`config.mk`:
```
export PLATFORM = sky130hd
export DESIGN_NAME = dt_stat
export DESIGN_NICKNAME = d
export VERILOG_FILES = /design/src/rtl/dt_pkg.sv /design/src/rtl/dt_stat_acc.sv /design/src/rtl/dt_stat.sv
export SDC_FILE = /design/constraint.sdc
export NUM_CORES = 1
export LEC_CHECK = 0
export CAP_MARGIN = 20
export CORE_MARGIN = 2
export CORE_UTILIZATION = 25
export CTS_BUF_LIST = sky130_fd_sc_hd__clkbuf_4 sky130_fd_sc_hd__clkbuf_8 sky130_fd_sc_hd__clkbuf_16
export CTS_CLUSTER_SIZE = 8
export DETAILED_ROUTE_END_ITERATION = 6
export GPL_TIMING_DRIVEN = 1
export HOLD_SLACK_MARGIN = 0.05
export PLACE_DENSITY = 0.52
export SKIP_CTS_REPAIR_TIMING = 1
export SYNTH_ARGS = -nofsm -noshare
export SYNTH_HDL_FRONTEND = slang
export SYNTH_SLANG_ARGS = --single-unit
```
`constraint.sdc`:
```
create_clock -name clk -period 3.1 [get_ports clk]
set_input_delay 0.62 -clock clk [delete_from_list [all_inputs] [get_ports clk]]
set_output_delay 0.62 -clock clk [all_outputs]
set_load 0.01 [all_outputs]
```
`src/rtl/dt_pkg.sv`:
```
`default_nettype none
// +----------------------------------------------------------------------+
// | dt_pkg : shared constants, state encoding and per-pixel stat update   |
// | Rev 1.0                                                               |
// +----------------------------------------------------------------------+
package dt_pkg;

  localparam int IMG_W   = 128;
  localparam int IMG_H   = 128;
  localparam int ADDR_W  = 14;
  localparam int PIX_W   = 8;
  localparam int PIX_CNT = IMG_W * IMG_H;
  // Counters must hold PIX_CNT itself, the sum must hold PIX_CNT * max pixel.
  localparam int CNT_W   = $clog2(PIX_CNT + 1);
  localparam int SUM_W   = $clog2(PIX_CNT * ((1 << PIX_W) - 1) + 1);

  typedef enum logic [1:0] {
    IDLE  = 2'd0,
    SCAN  = 2'd1,
    DRAIN = 2'd2,
    FIN   = 2'd3
  } state_t;

  typedef struct packed {
    logic [PIX_W-1:0]  max_dist;
    logic [ADDR_W-1:0] max_addr;
    logic [CNT_W-1:0]  obj_cnt;
    logic [SUM_W-1:0]  dist_sum;
    logic [CNT_W-1:0]  thr_cnt;
  } stats_t;

  // Strict compare on the max keeps the lowest address on ties.
  function automatic stats_t stats_update(
    input stats_t            s,
    input logic [PIX_W-1:0]  pix,
    input logic [ADDR_W-1:0] addr,
    input logic [PIX_W-1:0]  thr
  );
    stats_t r;
    r = s;
    if (pix > s.max_dist) begin
      r.max_dist = pix;
      r.max_addr = addr;
    end
    if (pix != '0) r.obj_cnt = s.obj_cnt + CNT_W'(1);
    r.dist_sum = s.dist_sum + SUM_W'(pix);
    if (pix >= thr) r.thr_cnt = s.thr_cnt + CNT_W'(1);
    return r;
  endfunction

endpackage
`default_nettype wire

```
`src/rtl/dt_stat_acc.sv`:
```
`default_nettype none
// +----------------------------------------------------------------------+
// | dt_stat_acc : read-pipeline register plus running image statistics    |
// | Rev 1.0                                                               |
// +----------------------------------------------------------------------+
module dt_stat_acc
  import dt_pkg::*;
(
  input  logic              clk,
  input  logic              reset,
  input  logic              clr,
  input  logic              rd_en,
  input  logic [ADDR_W-1:0] rd_addr,
  input  logic [PIX_W-1:0]  pix,
  input  logic [PIX_W-1:0]  thr_q,
  input  logic              load,
  output stats_t            stats
);

  logic              vld;
  logic [ADDR_W-1:0] addr_d;
  stats_t            work;
  stats_t            work_nxt;

  always_comb begin
    work_nxt = work;
    if (clr) begin
      work_nxt = '0;
    end else if (vld) begin
      work_nxt = stats_update(work, pix, addr_d, thr_q);
    end
  end

  // Outputs take work_nxt so the final pixel lands in the same edge as load.
  always_ff @(posedge clk) begin
    if (!reset) begin
      vld    <= 1'b0;
      addr_d <= '0;
      work   <= '0;
      stats  <= '0;
    end else begin
      vld    <= rd_en;
      addr_d <= rd_addr;
      work   <= work_nxt;
      if (load) stats <= work_nxt;
    end
  end

endmodule
`default_nettype wire

```
`src/rtl/dt_stat.sv`:
```
`default_nettype none
// +----------------------------------------------------------------------+
// | dt_stat : scans the distance map once per start and reports stats     |
// | Rev 1.0                                                               |
// +----------------------------------------------------------------------+
module dt_stat
  import dt_pkg::*;
(
  input  logic              clk,
  input  logic              reset,
  input  logic              start,
  input  logic [7:0]        thr,
  output logic              res_rd,
  output logic [13:0]       res_addr,
  input  logic [7:0]        res_di,
  output logic              busy,
  output logic              done,
  output logic [7:0]        max_dist,
  output logic [13:0]       max_addr,
  output logic [14:0]       obj_cnt,
  output logic [21:0]       dist_sum,
  output logic [14:0]       thr_cnt
);

  state_t            state;
  state_t            state_nxt;
  logic [ADDR_W-1:0] addr_q;
  logic [ADDR_W-1:0] addr_nxt;
  logic [PIX_W-1:0]  thr_q;
  logic              accept;
  logic              last_addr;
  stats_t            stats;

  assign last_addr = (addr_q == ADDR_W'(PIX_CNT - 1));

  always_comb begin
    state_nxt = state;
    addr_nxt  = '0;
    accept    = 1'b0;
    case (state)
      IDLE: begin
        if (start) begin
          accept    = 1'b1;
          state_nxt = SCAN;
        end
      end
      SCAN: begin
        if (last_addr) state_nxt = DRAIN;
        else           addr_nxt  = addr_q + ADDR_W'(1);
      end
      DRAIN:   state_nxt = FIN;
      FIN:     state_nxt = IDLE;
      default: state_nxt = IDLE;
    endcase
  end

  always_ff @(posedge clk) begin
    if (!reset) begin
      state  <= IDLE;
      addr_q <= '0;
      thr_q  <= '0;
    end else begin
      state  <= state_nxt;
      addr_q <= addr_nxt;
      if (accept) thr_q <= thr;
    end
  end

  assign res_rd   = (state == SCAN);
  assign res_addr = res_rd ? addr_q : '0;
  assign busy     = (state != IDLE);
  assign done     = (state == FIN);

  dt_stat_acc u_acc (
    .clk     (clk),
    .reset   (reset),
    .clr     (accept),
    .rd_en   (res_rd),
    .rd_addr (res_addr),
    .pix     (res_di),
    .thr_q   (thr_q),
    .load    (state == DRAIN),
    .stats   (stats)
  );

  assign max_dist = stats.max_dist;
  assign max_addr = stats.max_addr;
  assign obj_cnt  = stats.obj_cnt;
  assign dist_sum = stats.dist_sum;
  assign thr_cnt  = stats.thr_cnt;

endmodule
`default_nettype wire

```
==> impl_metrics.csv, run 1 <==
group,metric,value,unit
finish,fin_cells,1345,
logic_synthesis,postSynthCellCount,835,
finish,nFillCells,3063,
setup_path,path_buf_inv,2,
run_status,outcome,"complete, no violations",
global_routing,grt_pass1_vias,5573,
hold_path,hp-class,"flip-flop to flip-flop",
placement,preCtsSetupSlack,1.949,ps
clocking,cts_root_buf,"clkbuf_16",
routing,vias,5783,
hold_path,hold_start,"u_acc.stats[6]",
sta,timing.fmax,363.0,MHz
sta,finalSetupViolCount,0,
sta,period_minus_slack,2755,ps
finish,drive_gt1_frac,0.07120,
placement,hpwl,13.41,mm
setup_path,crit_path_max_fanout,17,
floorplan,die_y,178.0,microns
routing,drt-initial-drc-count,272,
placement,portBuffers,109,
logic_synthesis,yosys.cell_types.count,51,
sta,worst_pin_slew,685.2,ps
logic_synthesis,yosysTopAreaCellShare,0.4948,
logic_synthesis,async_flop_share,0,
routing,drt-total-wl,18.99,mm
placement,dp_cells,1313,
global_routing,overflow,0,
finish,diodes,0,
logic_synthesis,synth_most_common_cell,"dfxtp_1",
setup_path,critPathTopFamily,"buffers and inverters",
clocking,cts_buffer_depth,2,
finish,syn2layout_area_growth,29.17,%
clocking,cts_buffers,17,
sta,rsz0062_at_grt,"false",
setup_path,critPathArrivalTime,2140,ps
flow_run,maxCapViolations,0,
global_routing,grt_pass1_wl,30.22,mm
logic_synthesis,ys_seq_area_frac,0.4948,
sta,fin_skew,17.01,ps
floorplan,fp-row-count,63,
logic_synthesis,avgSynthCellArea,9.061,sq um
clocking,cts_tree,"done",
setup_path,crit_chain,"inv_1 -> ha_1 -> and2_1 -> clkdlybuf4s50_1",
sta,maxSlewHeadroom,0.5432,
setup_path,cp-startpoint,"state[1]",
logic_synthesis,synth.area.top_cells,"dfxtp_1 49%, nand2_1 5.5%, ha_1 5.3%",
global_routing,globalRouteTotalUtil,0.1230,
logic_synthesis,syn_nets,887,
floorplan,die_width,178.0,microns
routing,routed_via_density,4.300,
setup_path,cp-start-kind,"flip-flop",
logic_synthesis,synth-seq-cells,187,
power,power.density,593.4,nW/um^2
clocking,path_clk_slew,80,ps
global_routing,antenna_found_initial,1,
clocking,clk_latency,430,ps
setup_path,required,2480,ps
finish,layout.nets,994,
logic_synthesis,synthTopCellsByCount,"187 x dfxtp_1, 110 x nand2_1, 101 x nor2_1",
clocking,cts_htree_levels,4,
power,p_leak,3.682,nW
floorplan,start_util,0.2546,
placement,place_congestion,0.7607,
setup_path,path_class,"flip-flop to primary output",
sta,finalMaxSlewViolations,0,
routing,drc,0,
logic_synthesis,yosysWarnings,0,
logic_synthesis,synth_edf_count,0,
logic_synthesis,post-synth-top-area-cell,"dfxtp_1",
logic_synthesis,syn_area,7566,sq um
floorplan,die-area,31670,sq um
setup_path,r2r_start,"thr_q[7]",
sta,min_period_over_period,0.8887,
routing,wl_per_cell,14.12,microns
setup_path,critPathCaptureType,"primary output",
floorplan,core_region_area,29720,sq um
sta,hold_viol_final,0,
global_routing,grt_max_degree,70,
clocking,numClockSinks,187,
sta,setup_tns,0,ps
floorplan,pin_count,110,
routing,drt_first_pass_iters,4,
power,ir_drop,0.3723,mV
routing,antenna_left,0,
setup_path,critPathMaxStageDelay,540,ps
logic_synthesis,ys.flop_type,"dfxtp_1",
setup_path,crit_slowest_cell,"clkdlybuf4s50_1",
sta,fin_ws,344.9,ps
flip-flops by register name, indices dropped and copies added (netlist names):
name and cells:
u_acc.work 74, state 2, thr_q 8, u_acc.addr_d 14, addr_q 14, u_acc.vld 1, u_acc.stats 74
layout make-up:
cell class	instances	area, sq um	area share
Multi-Input combinational cell	579	3565	0.3647
Clock buffer	19	446.7	0.04570
Inverter	25	93.84	0.009602
Tap cell	390	488.0	0.04993
Timing Repair Buffer	132	1314	0.1344
Clock inverter	13	122.6	0.01255
Sequential cell	187	3744	0.3830
layout by cell type, fill, tap and decap left out, types with 3 or more instances in the layout:
cell             count
xnor2_1             16
ha_1                32
nand2_1            109
a21oi_1             16
o21ai_1              3
clkbuf_16           17
mux2i_1             32
nand3b_1             4
buf_4               19
nand2b_1             3
or3_1                3
inv_6                6
nand3_1             21
xor2_1              41
nor3_2               3
and2_1              22
inv_1               25
nor2b_1              4
dfxtp_1            187
nor2_1             100
clkdlybuf4s50_1    109
nor3_1              10
o21ai_0             70
buf_12               4
inv_8                3
and3_1              24
nand4_1             19
a21o_1               4
and4_1               5
o21a_1               4
nor4_1               3
tightest hold or removal path, delay by kind of cell, from the launching register on:
| kind | cells | cell delay (ps) |
|---|---|---|
| AND/OR/NAND/NOR | 1 | 50 |
| flip-flops | 1 | 310 |
| AO/OA/AOI/OAI | 1 | 50 |
per-layer routing:
metal	wire, microns	up-vias	global-route usage
met5	11	-	0
met4	214	2	0.03757
met2	8559	88	0.1941
met1	9484	2648	0.1665
li1	-	3030	-
met3	717	15	0.02785
path summary, 6_finish.rpt:
check / cells after the start / slack (ps) / endpoint
worst max-delay path: 4 / 340 / res_addr[0]
worst max register to register: 8 / 800 / u_acc.stats[10]
worst min register to register: 2 / 450 / u_acc.stats[6]
worst min-delay path: 2 / 450 / u_acc.stats[6]
where the power goes:
group          leakage [nW]  switching (mW)  internal [mW]  total (mW)
combinational          1.90           0.710          0.429        1.14
sequential             1.51          0.0615           2.48        2.54
clock                 0.278            1.02           1.10        2.12
total                  3.68            1.79           4.00        5.80
kinds of logic after synthesis:
kind of cell               synth area share
and+or+nand+nor                      0.2079
DFF                                  0.4948
AOI/OAI and AO/OA                   0.09443
buffers and inverters               0.03605
xor gates and xnor gates            0.06598
muxes                               0.04531
adders and majority gates           0.05556
stage by stage:
| stage | util | hold slack [ps] | instance area, sq um | power, mW |
|---|---|---|---|---|
| finish | 0.3289 | 450.9 | 9773 | 5.800 |
| global route | 0.3289 | 475.5 | 9773 | 6.132 |
| CTS | 0.3289 | 455.5 | 9773 | 5.916 |
| detailed placement | 0.3097 | 441.8 | 9204 | 3.759 |
| global placement | 0.3097 | 438.0 | 9204 | 3.752 |
| floorplan | - | 436.3 | 7566 | 3.328 |
No activity file was read; power rests on OpenSTA's default activity.
==> inputs of run 2 (changes only) <==
- clock period: 3.1 -> 2.85 ns (I/O delays scaled with it)
==> run 2 against run 1 <==
Global-route usage grew 0.12 points. Setup slack lost 140 ps. Largest cell class unchanged. Count of clock-buffer cells in the layout is 1 lower.
==> impl_metrics.csv, run 2 (synthesis gave the netlist of run 1 again) <==
group,metric,value,unit
setup_path,crit_path_max_fanout,16,
routing,drt-initial-drc-count,321,
placement,portBuffers,109,
power,pwr-share-comb,0.206,
routing,drc,0,
setup_path,critPathCaptureType,"primary output",
setup_path,cp-startpoint,"state[1]",
setup_path,path_depth,4,
clocking,clk_latency,430,ps
routing,wl_per_cell,14.05,microns
sta,finalSetupViolCount,0,
power,power.density,653.8,nW/um^2
clocking,cts_buffer_depth,2,
floorplan,die-area,31670,sq um
routing,antenna_left,0,
setup_path,required,2280,ps
sta,fin_skew,12.74,ps
setup_path,critPathTopFamily,"buffers and inverters",
setup_path,reg2reg_to,"u_acc.stats[35]",
routing,routed_via_density,4.307,
sta,rsz0062_at_grt,"false",
finish,fin_util,0.3366,
setup_path,reg2reg_depth,10,
finish,top_regs,"u_acc.stats: 74 flops, u_acc.work: 74 flops",
power,power_frac_clock,0.371,
sta,period_minus_slack,2644,ps
clocking,cts_root_buf,"clkbuf_16",
setup_path,crit_slowest_cell,"clkdlybuf4s50_1",
placement,preCtsSetupSlack,-261.9,ps
setup_path,r2r_start,"u_acc.work[15]",
hold_path,hp-class,"flip-flop to flip-flop",
finish,regArea,3744,sq um
setup_path,critPathMaxStageDelay,540,ps
setup_path,critPathArrivalTime,2070,ps
clocking,cts_htree_levels,4,
power,p_seq_frac,0.423,
routing,vias,5888,
finish,final_common_cell,"dfxtp_1",
sta,hold_viol_final,0,
floorplan,core_region_area,29720,sq um
finish,layout.nets,1017,
clocking,path_clk_slew,80,ps
global_routing,globalRouteTotalUtil,0.1242,
placement,hpwl,14.05,mm
clocking,numClockSinks,187,
global_routing,grt_pass1_vias,5736,
setup_path,cp-start-kind,"flip-flop",
floorplan,pin_count,110,
setup_path,crit_chain,"inv_1 -> ha_1 -> and2_1 -> clkdlybuf4s50_1",
sta,fin_ws,205.6,ps
setup_path,rrSetupSlack,660,ps
clocking,cts_tree,"done",
sta,maxSlewHeadroom,0.7058,
power,p_leak,3.817,nW
finish,syn2layout_area_growth,32.21,%
finish,drive_gt1_frac,0.09212,
setup_path,cp-endpoint,"res_addr[0]",
power,power,6.540,mW
flow_run,maxCapViolations,0,
power,ir_drop,0.3976,mV
finish,nFillCells,3076,
sta,min_period_over_period,0.9278,
sta,worst_pin_slew,441.3,ps
power,switchingPower,1.961,mW
placement,place_congestion,0.7706,
sta,timing.fmax,378.2,MHz
routing,drt_first_pass_iters,4,
global_routing,antenna_found_initial,0,
floorplan,fp-row-count,63,
sta,finalMaxSlewViolations,0,
routing,drt-total-wl,19.21,mm
finish,fin_area,10000,sq um
floorplan,die_y,178.0,microns
run_status,outcome,"complete, no violations",
placement,place_area,9394,sq um
sta,worst_hold_slack,448.0,ps
clocking,cts_buffers,17,
global_routing,grt_pass1_wl,30.65,mm
power,swShare,0.2998,
finish,diodes,0,
setup_path,path_buf_inv,2,
floorplan,die_width,178.0,microns
setup_path,path_class,"flip-flop to primary output",
global_routing,grt_max_degree,67,
global_routing,overflow,0,
finish,layout_common_cells,"187 x dfxtp_1, 109 x nand2_1, 109 x clkdlybuf4s50_1",
finish,multi_input_comb_area,3565,sq um
power,p_int,4.579,mW
floorplan,start_util,0.2546,
## run 2: layer usage
layer / share of wire / global-route usage / vias up
met5: 0 / 0 / -
met4: 0.011 / 0.03176 / 0
met3: 0.034 / 0.02742 / 14
met2: 0.45 / 0.1980 / 80
met1: 0.50 / 0.1693 / 2720
li1: - / - / 3074
## run 2: stage by stage
stage          std cells  TNS [ps]
6_report            1367         0
5_1_grt             1367         0
4_1_cts             1366         0
3_5_place_dp        1335     -9420
3_3_place_gp        1335     -5297
2_1_floorplan        835         0
## run 2: layout make-up
cell class / instances / share of cell area
clock inverter: 13 / 0.01563
multi-input combinational: 579 / 0.3563
tap: 390 / 0.04878
sequential: 187 / 0.3742
timing repair buffer: 155 / 0.1523
clock buffer: 18 / 0.04328
inverter: 25 / 0.009381
## run 2: power groups by stage
stage	Clock (mW)	Sequential (mW)	Combinational, mW
global placement	0	2.83	1.36
global route	2.60	2.78	1.50
floorplan	0	2.81	0.812
detailed placement	0	2.83	1.36
CTS	2.50	2.77	1.36
finish	2.43	2.77	1.35
## run 2: worst min path at each step
stage | cells past startpoint | slack [ps] | end | from
global placement | 2 | 440 | u_acc.stats[50] | u_acc.stats[50]
global route | 2 | 470 | u_acc.stats[5] | u_acc.stats[5]
CTS | 2 | 460 | u_acc.stats[6] | u_acc.stats[6]
detailed placement | 2 | 440 | u_acc.stats[56] | u_acc.stats[56]
floorplan | 2 | 440 | thr_q[1] | thr_q[1]
finish | 2 | 450 | u_acc.stats[6] | u_acc.stats[6]
## run 2: tightest hold or removal path, delay by kind of cell (launching register included)
family | cells | cell delay (ps)
flops | 1 | 310
simple gates | 1 | 50
compound gates | 1 | 50
==> inputs of run 3 (changes only) <==
- PLACE_DENSITY: 0.52 -> 0.54
==> run 3 against run 2 <==
Sequential share of layout area grew 0.065 points. Critical path type unchanged. Cell area shrank 0.17%. Combinational power shrank 4%. Highest routed layer unchanged. Clock skew shrank 2.8 ps. Global-route usage grew 0.17 points. Wire length shrank 0.11%.
==> impl_metrics.csv, run 3 (synthesis gave the netlist of run 1 again) <==
group,metric,value,unit
run_status,outcome,"complete, no violations",
floorplan,pin_count,110,
sta,worst_pin_slew,683.4,ps
sta,timing.fmax,388.1,MHz
floorplan,die-area,31670,sq um
setup_path,crit_slowest_cell,"clkdlybuf4s50_1",
routing,wl_per_cell,14.03,microns
sta,rsz0062_at_grt,"false",
clocking,cts_buffer_depth,2,
floorplan,fp-row-count,63,
clocking,numClockSinks,187,
global_routing,grt_pass1_wl,30.98,mm
routing,routed_via_density,4.290,
finish,top_regs,"u_acc.stats: 74 flops, u_acc.work: 74 flops",
power,p_leak,3.813,nW
sta,setup_tns,0,ps
setup_path,path_buf_inv,3,
global_routing,globalRouteTotalUtil,0.1259,
setup_path,critPathArrivalTime,2010,ps
finish,syn2layout_area_growth,31.98,%
sta,fin_skew,9.898,ps
clocking,cts_buffers,17,
routing,antenna_left,0,
setup_path,critPathTopFamily,"buffers and inverters",
placement,preCtsSetupSlack,-165.7,ps
finish,layout_common_cells,"187 x dfxtp_1, 109 x nand2_1, 109 x clkdlybuf4s50_1",
finish,diodes,0,
sta,finalSetupViolCount,0,
sta,finalMaxSlewViolations,0,
routing,drt-total-wl,19.18,mm
setup_path,crit_path_max_fanout,31,
setup_path,cp-start-kind,"flip-flop",
sta,period_minus_slack,2576,ps
global_routing,grt_max_degree,45,
sta,maxSlewHeadroom,0.5444,
power,ir_drop,0.3942,mV
placement,place_congestion,0.7948,
routing,drt-initial-drc-count,310,
finish,layout.nets,1016,
placement,portBuffers,109,
setup_path,path_class,"flip-flop to primary output",
floorplan,start_util,0.2546,
global_routing,antenna_found_initial,0,
placement,hpwl,14.09,mm
flow_run,maxCapViolations,0,
clocking,cts_htree_levels,4,
clocking,clk_latency,430,ps
setup_path,rrSetupSlack,550,ps
global_routing,overflow,0,
floorplan,die_y,178.0,microns
hold_path,holdPathEnd,"u_acc.stats[41]",
floorplan,core_region_area,29720,sq um
finish,final_common_cell,"dfxtp_1",
setup_path,critPathMaxStageDelay,540,ps
setup_path,reg2reg_depth,8,
setup_path,crit_chain,"inv_1 -> ha_1 -> buf_4 -> and2_1 -> clkdlybuf4s50_1",
floorplan,die_width,178.0,microns
hold_path,hp-class,"flip-flop to flip-flop",
clocking,cts_root_buf,"clkbuf_16",
sta,min_period_over_period,0.9040,
setup_path,required,2280,ps
hold_path,holdPathStages,2,
global_routing,grt_pass1_vias,5668,
clocking,cts_tree,"done",
sta,fin_ws,273.6,ps
hold_path,hold_start,"u_acc.stats[41]",
setup_path,critPathCaptureType,"primary output",
routing,drc,0,
clocking,path_clk_slew,80,ps
setup_path,reg2reg_to,"u_acc.stats[10]",
power,power.density,659.7,nW/um^2
routing,drt_first_pass_iters,4,
sta,hold_viol_final,0,
setup_path,r2r_start,"thr_q[7]",
routing,vias,5865,
finish,drive_gt1_frac,0.09212,
[run 3: changes by cell type in the layout (fill, tap and decap cells not counted), sizes merged]
| cell | delta |
|---|---|
| clkinv | +3 |
| buf | -1 |
| clkbuf | +1 |
| clkinvlp | -1 |
| inv | -2 |
[run 3: report_power, final]
group / switching [mW] / internal, mW / total [mW]
registers: 0.0692 / 2.70 / 2.77
logic: 0.786 / 0.510 / 1.30
clock network: 1.14 / 1.38 / 2.52
total: 2.00 / 4.59 / 6.59
[run 3: area by class of cell]
class / count / area (sq um)
Inverter: 25 / 93.84
Sequential cell: 187 / 3744
Clock inverter: 13 / 176.4
Multi-Input combinational cell: 579 / 3565
Clock buffer: 19 / 452.9
Timing Repair Buffer: 154 / 1466
Tap cell: 390 / 488.0
Fill cell: 3014 / 19730
[run 3: how the worst max path moves through the flow]
stage                   start         endpoint  slack (ps)  cells past startpoint
finish               state[1]      res_addr[0]         270                      5
global route        res_di[7]   u_acc.stats[3]         100                      8
CTS                  state[1]      res_addr[0]         230                      5
detailed placement  res_di[7]   u_acc.stats[7]        -170                      8
global placement    res_di[4]   u_acc.stats[7]        -190                      8
floorplan           res_di[0]  u_acc.stats[35]         560                     10
[run 3: metrics by stage]
| stage | std cells | util | power (mW) | hold slack, ps | instance area, sq um |
|---|---|---|---|---|---|
| detailed placement | 1335 | 0.3149 | 4.145 | 444.5 | 9356 |
| global route | 1367 | 0.3360 | 6.959 | 469.5 | 9986 |
| floorplan | 835 | - | 3.620 | 436.3 | 7566 |
| finish | 1367 | 0.3360 | 6.588 | 453.8 | 9986 |
| global placement | 1335 | 0.3149 | 4.143 | 436.2 | 9356 |
| CTS | 1367 | 0.3360 | 6.696 | 461.4 | 9986 |
[run 3: layer usage]
metal,routed length (microns),up-vias,GRT usage
li1,-,3069,-
met1,9538,2688,0.1753
met2,8594,91,0.1899
met3,771,17,0.03192
met4,279,0,0.03893
met5,0,-,0
[run 3: worst reg2reg max path: stages, from the launching register on]
cell and delay [ps]:
dfxtp_1 340, inv_1 60, ha_1 290, nand3_1 100, or2_1 310, o31ai_4 580
nand4_1 200, xor2_1 210, o21ai_0 90
